**config.mk**
```make
export PLATFORM = sky130hd
export DESIGN_NAME = crypt_sequencer
export DESIGN_NICKNAME = d
export VERILOG_FILES = /design/src/rtl/crypt_pkg.sv /design/src/rtl/crypt_round.sv /design/src/rtl/crypt_sequencer.sv
export SDC_FILE = /design/constraint.sdc
export NUM_CORES = 1
export LEC_CHECK = 0
export ABC_AREA = 0
export CAP_MARGIN = 20
export CORE_MARGIN = 5
export CORE_UTILIZATION = 42
export DETAILED_ROUTE_END_ITERATION = 8
export SYNTH_ARGS = -nofsm -noshare
export SYNTH_HDL_FRONTEND = slang
export SYNTH_HIERARCHICAL = 1
export SYNTH_SLANG_ARGS = --single-unit
```
**constraint.sdc**
```tcl
create_clock -name clk -period 7.6 [get_ports clk]
set_clock_uncertainty 0.05 [all_clocks]
set_input_delay 1.14 -clock clk [delete_from_list [all_inputs] [get_ports clk]]
set_output_delay 1.14 -clock clk [all_outputs]
set_load 0.1 [all_outputs]
```
**src/rtl/crypt_pkg.sv**
```systemverilog
// crypt_pkg: shared state encoding, cipher constants and rotate helpers for the Crypt sequencer
package crypt_pkg;
  typedef enum logic [1:0] {IDLE, KEYGEN, ROUND, DONE} state_t;
  localparam logic [31:0] ROUND_CONST = 32'h9E3779B9;
  localparam int ROT_AMT = 3;
  localparam logic [5:0] FUNCT_ENC = 6'h30;
  localparam logic [5:0] FUNCT_DEC = 6'h31;
  function automatic logic [31:0] rotl(input logic [31:0] v, input int n);
    return (v << n) | (v >> (32 - n));
  endfunction
  function automatic logic [31:0] rotr(input logic [31:0] v, input int n);
    return (v >> n) | (v << (32 - n));
  endfunction
endpackage

```
**src/rtl/crypt_round.sv**
```systemverilog
// crypt_round: one ARX round plus key step; dir=0 encrypt/forward, dir=1 decrypt/inverse
module crypt_round
  import crypt_pkg::*;
(
  input  logic [31:0] x,
  input  logic [31:0] k,
  input  logic        dir,
  output logic [31:0] x_next,
  output logic [31:0] k_next,
  output logic [31:0] k_fwd
);
  assign k_fwd  = rotl(k, 1) ^ ROUND_CONST;
  assign x_next = dir ? rotr(x - k, ROT_AMT) ^ k : rotl(x ^ k, ROT_AMT) + k;
  assign k_next = dir ? rotr(k ^ ROUND_CONST, 1) : k_fwd;
endmodule

```
**src/rtl/crypt_sequencer.sv**
```systemverilog
// crypt_sequencer: multi-cycle Crypt controller stalling the core while the ARX cipher runs
// Optional macro CRYPT_KEY_CACHE_EN adds a one-entry last-round-key cache so repeat-key decrypts skip KEYGEN.
module crypt_sequencer
  import crypt_pkg::*;
#(
  parameter int ROUNDS = 8
) (
  input  logic        clk,
  input  logic        rst_n,
  input  logic        start,
  input  logic        mode,
  input  logic [31:0] data_in,
  input  logic [31:0] key_in,
  output logic        stall,
  output logic        busy,
  output logic [31:0] result,
  output logic        result_valid
);
  localparam int CW = $clog2(ROUNDS + 1);
  localparam logic [CW-1:0] LAST = CW'(ROUNDS - 1);
  localparam logic [CW-1:0] KG_LAST = CW'(ROUNDS > 1 ? ROUNDS - 2 : 0);
  state_t state, state_n;
  logic [31:0] x, x_n, k, k_n, res_n, rx, rk, kf, dec_k0;
  logic [CW-1:0] cnt, cnt_n;
  logic mode_r, mode_n, rv_n, skip_kg;
  crypt_round u_round (.x(x), .k(k), .dir(mode_r), .x_next(rx), .k_next(rk), .k_fwd(kf));
`ifdef CRYPT_KEY_CACHE_EN
  logic c_valid, fill;
  logic [31:0] c_key, c_kl, key_r, fill_k;
  assign skip_kg = c_valid && c_key == key_in;
  assign dec_k0 = skip_kg ? c_kl : key_in;
  // refill when k_{R-1} is in hand: end of KEYGEN, or last encrypt round
  assign fill = (state == KEYGEN && cnt == KG_LAST) || (state == ROUND && !mode_r && cnt == LAST);
  assign fill_k = state == KEYGEN ? kf : k;
  always_ff @(posedge clk or negedge rst_n)
    if (!rst_n) begin
      c_valid <= 1'b0;
      c_key <= '0;
      c_kl <= '0;
      key_r <= '0;
    end else begin
      if (state == IDLE && start) key_r <= key_in;
      if (fill) begin
        c_valid <= 1'b1;
        c_key <= key_r;
        c_kl <= fill_k;
      end
    end
`else
  assign skip_kg = 1'b0;
  assign dec_k0 = key_in;
`endif
  assign stall = (state == IDLE && start) || state == KEYGEN || state == ROUND;
  assign busy = state != IDLE;
  always_comb begin
    state_n = state;
    x_n = x;
    k_n = k;
    mode_n = mode_r;
    cnt_n = cnt;
    res_n = result;
    rv_n = 1'b0;
    case (state)
      IDLE: if (start) begin
        x_n = data_in;
        k_n = mode ? dec_k0 : key_in;
        mode_n = mode;
        cnt_n = '0;
        state_n = (!mode || skip_kg || ROUNDS == 1) ? ROUND : KEYGEN;
      end
      KEYGEN: begin
        k_n = kf;
        cnt_n = cnt == KG_LAST ? '0 : cnt + 1'b1;
        state_n = cnt == KG_LAST ? ROUND : KEYGEN;
      end
      ROUND: begin
        x_n = rx;
        k_n = rk;
        cnt_n = cnt + 1'b1;
        if (cnt == LAST) begin
          state_n = DONE;
          res_n = rx;
          rv_n = 1'b1;
        end
      end
      DONE: state_n = IDLE;
    endcase
  end
  always_ff @(posedge clk or negedge rst_n)
    if (!rst_n) begin
      state <= IDLE;
      x <= '0;
      k <= '0;
      mode_r <= 1'b0;
      cnt <= '0;
      result <= '0;
      result_valid <= 1'b0;
    end else begin
      state <= state_n;
      x <= x_n;
      k <= k_n;
      mode_r <= mode_n;
      cnt <= cnt_n;
      result <= res_n;
      result_valid <= rv_n;
    end
endmodule

```
# Word level (Yosys, flattened, before mapping)
# Cells that the tools add are included.
totals:
  reg_bits: 104
  output_inout_bits: 35
  elab_cells: 53
classes:
  reduce_logical: 12
  eq_ne: 7
  addsub: 3
  n_mux: 16
  bitwise_logic: 8
op_table:
  columns: ["cell", "count"]
  rows:
  - ["32-bit 2-to-1 mux", 4]
  - ["32-bit one-hot mux with 3 select lines", 1]
  - ["32-bit one-hot mux with 2 select lines", 1]
  - ["32-bit XOR", 2]
  - ["20-bit inverter", 2]
  - ["32-bit adder", 1]
  - ["29-bit by 32-bit OR with 32-bit output", 1]
  - ["31-bit by 32-bit OR with 32-bit output", 1]
  - ["32-bit by 1-bit OR with 32-bit output", 1]
  - ["32-bit by 3-bit OR with 32-bit output", 1]
  - ["32-bit subtractor", 1]
  - ["4-bit one-hot mux with 3 select lines", 1]
  - ["2-bit AND reduction", 5]
  - ["4-bit by 3-bit == test with 1-bit output (second input constant)", 2]
  - ["2-bit 2-to-1 mux", 4]
  - ["4-bit 2-to-1 mux", 2]
  - ["2-bit one-hot mux with 4 select lines", 1]
  - ["4-bit by 1-bit adder with 4-bit output (second input constant)", 1]
  - ["2-bit == test (second input constant)", 2]
  - ["2-bit nonzero test", 2]
  - ["3-bit nonzero test", 1]
  - ["2-bit by 1-bit == test with 1-bit output (second input constant)", 1]
  - ["2-bit zero test", 1]
  - ["1-bit logical OR", 2]
  - ["4 further kinds", 5]

# Logic depth before layout (Yosys ltp)
logic_depth:
  ltp_word: 5
  ltp_mapped: 16
  mapped_depth_nobuf: 16

# Modules after synthesis
# Netlist, hierarchy kept.
by_module_without_submodules:
  columns: ["module", "n_inst", "seq_area_each_um2", "area_per_inst_um2", "cells_each"]
  rows:
  - ["crypt_sequencer", 1, 2602.5, 5069.9, 438]
  - ["crypt_round", 1, 0.0, 4740.8, 686]

# Worst setup path after synthesis
# Ideal clock, no wire load.
synth_path:
  path_kind: "reg-to-reg"
  startpoint: "register k[11]"
  endpoint: "register result[31]"
  t_arrival_ps: 3277
  setup_ps: 128
  slack_ps: 4145
  stages_incl_launch_ff: 16
  required_ps: 7422
  n_path_buf: 2
  synth_period_minus_slack_ps: 3455
  cell_sequence: "dfrtp_1 inv_1 ha_1 clkbuf_2 inv_1 ha_1 buf_6 a211oi_2 o211ai_1 o21a_2 and4_1 a221o_1 a2111oi_4 o32ai_2 xnor2_1 mux2_1"
synth_via:
  elab_chain_len: 4
synth_lines:
  columns: ["element", "line", "source"]
  rows:
  - ["start, declared", "crypt_sequencer.sv:23", "logic [31:0] x, x_n, k, k_n, res_n, rx, rk, kf, dec_k0;"]
  - ["start signal, assigned", "crypt_sequencer.sv:101", "k <= k_n;"]
  - ["32-bit XOR", "crypt_round.sv:13", "assign x_next = dir ? rotr(x - k, ROT_AMT) ^ k : rotl(x ^ k, ROT_AMT) + k;"]
  - ["32-bit by 3-bit OR with 32-bit output", "crypt_pkg.sv:9", "return (v << n) | (v >> (32 - n));"]
  - ["32-bit adder (*)", "crypt_round.sv:13", null]
  - ["32-bit 2-to-1 mux (*)", "crypt_round.sv:13", null]
  - ["named net rx[31]", "crypt_sequencer.sv:23", null]
  - ["end signal, assigned", "crypt_sequencer.sv:104", "result <= res_n;"]
  - ["end, declared", "crypt_sequencer.sv:16", "output logic [31:0] result,"]
# The timed path passes the listed nets; every way through them passes the cells marked *.
# A chain may end at the register's enable or synchronous reset.

# Final worst setup path
layout_path:
  startpoint: "register state[0]"
  endpoint: "output port stall"
layout_via:
  elab_chain_len: 4
  word_cells_on_any_way: 6
  cone_classes: "eq/ne (2); reduce/logical (4)"
layout_lines:
  columns: ["element", "line", "source"]
  rows:
  - ["start, declared", "crypt_sequencer.sv:22", "state_t state, state_n;"]
  - ["start signal, assigned", "crypt_sequencer.sv:99", "state <= state_n;"]
  - ["2-bit zero test", "crypt_sequencer.sv:53", "assign stall = (state == IDLE && start) || state == KEYGEN || state == ROUND;"]
  - ["1-bit logical AND", "crypt_sequencer.sv:53", null]
  - ["1-bit logical OR", "crypt_sequencer.sv:53", null]
  - ["1-bit logical OR (*)", "crypt_sequencer.sv:53", null]
  - ["end, declared", "crypt_sequencer.sv:14", "output logic stall,"]
# Every way passes the cells marked *; elsewhere a longest branch is shown, timed or not.

==> impl_summary.md <==
Outcome
The run finished with clean final reports.

Synth
A synthesized cell averages 8.728 um^2. The top cell type's share of synthesized area is 0.2653. The fraction of synthesis flops using an asynchronous set or reset pin is 1.000. The synthesized design contains 0 enable-type register cells. The number of different library cells used by synthesis comes to 89.

The synthesized net count is 1267. Synthesis produced 1124 cells. Summing every instance area after synthesis gives 9811 um^2.

By area the synthesized netlist is led by sky130_fd_sc_hd__dfrtp_1 (27%), sky130_fd_sc_hd__ha_1 (9.3%), sky130_fd_sc_hd__mux2i_1 (6.2%), sky130_fd_sc_hd__a21oi_1 (4.9%), sky130_fd_sc_hd__xnor2_1 (4.6%). During synthesis, Yosys emitted a total of 6 warnings. In this run, synthesis produced a sequential element count of 104. Of the synthesized area, sequential elements account for 0.2653. The most instantiated flip-flop cell in the synthesis netlist is sky130_fd_sc_hd__dfrtp_1.

Of all cell types, the one taking the most synthesized area is sky130_fd_sc_hd__dfrtp_1.

Global routing
For this run, the total global-route usage over all layers was measured as 0.1982. The first global-routing pass estimated 43150 um of wire. The via count of the first global-routing pass came to 8255. The maximum number of pins on one net before global-route repair is 86. The residual overflow from global routing is 0. The number of antenna violations at the first check in global routing is 0.

Layout
The most common library cell in the layout ignoring fill and taps is sky130_fd_sc_hd__dfrtp_1. The number of fill cells in the layout is 2351. The area growth from synthesis to layout is 14.68%. The footprint of the multi-input gates is 6548 um^2. The number of antenna diodes in the final layout is 0.

The layout cell share with drive strength beyond 1 is 0.07614. Registers take 2604 um^2. After routing the design area is 11250 um^2.

The final layout contains 1320 nets. The final design utilization is 0.4836. Leaving out fill and tap cells, the most frequent cells in the layout are sky130_fd_sc_hd__dfrtp_1 (103), sky130_fd_sc_hd__clkdlybuf4s50_1 (101), sky130_fd_sc_hd__a21oi_1 (97).

Place
Detailed placement ended at an HPWL of 18920 um. Input and output buffers added on the ports amount to 102. The congestion estimate from routability-driven global placement came to 0.8862. Prior to clock tree synthesis, the placed netlist has a worst setup slack of 3.357 ns. The total cell area at the placement stage is 10940 um^2.

Job
The number of max-cap violations is 0.

Clocking
The count of hold-fix buffers inserted at cts is 0. The count of H-tree levels built during CTS is 3. The TritonCTS clock tree is done. After clock tree synthesis, the repair step resized 0 gates.

The clock latency of the later-clocked register in the worst-skew pair is 0.36 ns. The cell at the root of the clock tree is sky130_fd_sc_hd__clkbuf_16. Counting every sink on the clock net gives 104.

The clock passes through at most 2 buffers. The CTS buffer count is 9. Clock-pin slew was measured on the worst setup and hold paths at 0.08 ns. Buffers added to address setup during post-CTS repair amount to 0.

Floorplan
The floorplan step defined a core boundary enclosing 23260 um^2. The initial core utilization is 0.4217. The die covers 26520 um^2. The horizontal die dimension is 162.8 um. The standard-cell row count is 56.

The die is 162.8 um tall. The number of top-level design ports is 103.

Setup path
The slack of the worst reg-to-reg path is 3.66 ns. The class of the most critical setup path is flip-flop to output port. For the worst flop-to-flop path, the logic depth is 15. The largest fanout of any net on the critical path is 72.

The critical register-to-register path startpoint is k[29]. The startpoint type of the worst setup path is a flip-flop. Data arrives at the worst endpoint at 3.30 ns.

The data required time at the worst endpoint is 6.41 ns. The type of element capturing the critical path is an output port. In this run the critical register-to-register path is captured at result[16].

STA
Setup repair after global routing left no endpoint under its margin. Summed over all failing endpoints, the final setup total negative slack is 0 ns. The number of hold-slack violations in the final timing report was 0. The measured slew at the worst slew-check pin is 1.055 ns. The final number of setup-violating endpoints is 0. In the finished design, the share of the clock period the worst path needs comes to 0.5912. The worst relative slew slack is 0.2969. The smallest clock period supported by the final layout is computed as 4.493 ns.

The worst path setup slack after routing is 3.107 ns. The max-slew violation total from the final report is 0. Static timing analysis puts the maximum clock frequency at 0.2226 GHz.

Drt
The pre-antenna-repair detailed-routing pass consisted of 5 iterations. The average wire per standard cell is 17.20 um. After detailed routing, the number of remaining DRC violations is 0. The residual antenna-violating net count after detailed routing is 0. The number of violations reported at the end of detailed-routing iteration 0 is 559. The total vias in the final route is 8171.

The final layout contains routed wiring with a total length of 25810 um. After detailed routing, the number of vias per cell comes to 5.444.

Hold path
The worst min-delay path endpoint is result[18]. Along the worst hold path, the cell count comes to 1. The startpoint identified for the worst hold timing path is result[18]. The tightest min-delay check is of the flip-flop to flip-flop type.
## cell type report
type,count,area share
Clock buffer,11,0.02246
Clock inverter,5,0.005449
Inverter,80,0.02669
Multi-Input combinational cell,871,0.5820
Sequential cell,104,0.2314
Tap cell,319,0.03548
Timing Repair Buffer,111,0.09653
## worst max-delay path by stage
stage,start,to,slack (ns),cells after the start
2_1_floorplan,k[11],result[31],4.14,15
3_3_place_gp,start,stall,3.37,4
3_5_place_dp,start,stall,3.36,4
4_1_cts,state[0],stall,3.06,6
5_1_grt,state[0],stall,2.98,6
6_report,state[0],stall,3.11,6
## kinds of logic (layout without fill, tap and decap cells)
kind of cell / Yosys count / in the layout / synth area share
compound gates: 326 / 326 / 0.2191
xor+xnor: 79 / 79 / 0.07053
fa+ha+maj: 75 / 75 / 0.09718
buf+inv: 149 / 207 / 0.07002
flops: 104 / 104 / 0.2653
mux: 130 / 130 / 0.1528
simple gates: 261 / 261 / 0.1251
## synth_stat cells, types with 4 or more instances
cell,number
sky130_fd_sc_hd__a211o_1,5
sky130_fd_sc_hd__a211oi_1,6
sky130_fd_sc_hd__a21o_1,22
sky130_fd_sc_hd__a21oi_1,97
sky130_fd_sc_hd__a22oi_1,33
sky130_fd_sc_hd__a31oi_1,10
sky130_fd_sc_hd__and3_1,5
sky130_fd_sc_hd__and3_2,5
sky130_fd_sc_hd__buf_1,6
sky130_fd_sc_hd__buf_2,15
sky130_fd_sc_hd__buf_4,18
sky130_fd_sc_hd__buf_6,4
sky130_fd_sc_hd__clkbuf_1,24
sky130_fd_sc_hd__dfrtp_1,104
sky130_fd_sc_hd__ha_1,73
sky130_fd_sc_hd__inv_1,77
sky130_fd_sc_hd__mux2_1,35
sky130_fd_sc_hd__mux2_2,4
sky130_fd_sc_hd__mux2_4,29
sky130_fd_sc_hd__mux2i_1,61
sky130_fd_sc_hd__nand2_1,87
sky130_fd_sc_hd__nand2b_1,8
sky130_fd_sc_hd__nand3_1,8
sky130_fd_sc_hd__nand4_1,6
sky130_fd_sc_hd__nor2_1,91
sky130_fd_sc_hd__nor2b_1,7
sky130_fd_sc_hd__nor3_1,9
sky130_fd_sc_hd__o211ai_1,9
sky130_fd_sc_hd__o21a_1,8
sky130_fd_sc_hd__o21ai_0,42
sky130_fd_sc_hd__o21ai_1,37
sky130_fd_sc_hd__o21bai_1,6
sky130_fd_sc_hd__o31a_1,4
sky130_fd_sc_hd__or3_1,5
sky130_fd_sc_hd__xnor2_1,51
sky130_fd_sc_hd__xor2_1,28
## through the flow
| step | std cells | hold WS, ns |
|---|---|---|
| after global routing | 1501 | 0.4661 |
| after detailed placement | 1485 | 0.4299 |
| final | 1501 | 0.4384 |
| after floorplan | 1124 | 0.4056 |
| after CTS | 1501 | 0.4464 |
| after global placement | 1485 | 0.4222 |
## flip-flops by register name (all words and copies together), names as in the netlist
| register | cells |
|---|---|
| mode_r | 1 |
| k | 32 |
| state | 2 |
| result | 32 |
| cnt | 4 |
| x | 32 |
| result_valid | 1 |
## routing by layer
layer / part of all wire / track usage / vias up
li1: - / - / 4121
met1: 0.50 / 0.2847 / 3871
met2: 0.46 / 0.3202 / 161
met3: 0.036 / 0.02784 / 18
met4: 0.0096 / 0.04003 / 0
met5: 0 / 0 / -
## critical path, stage by stage (launching register included)
cell                              delay [ns]
sky130_fd_sc_hd__dfrtp_1                0.41
sky130_fd_sc_hd__inv_1                  0.17
sky130_fd_sc_hd__ha_4                   0.15
sky130_fd_sc_hd__buf_4                  0.77
sky130_fd_sc_hd__nor2_1                 0.16
sky130_fd_sc_hd__nand2_1                0.12
sky130_fd_sc_hd__clkdlybuf4s50_1        1.13
Power is left out: the tool's default activity adds up to more than one toggle a clock period on the data nets, which glitch-free logic cannot reach.
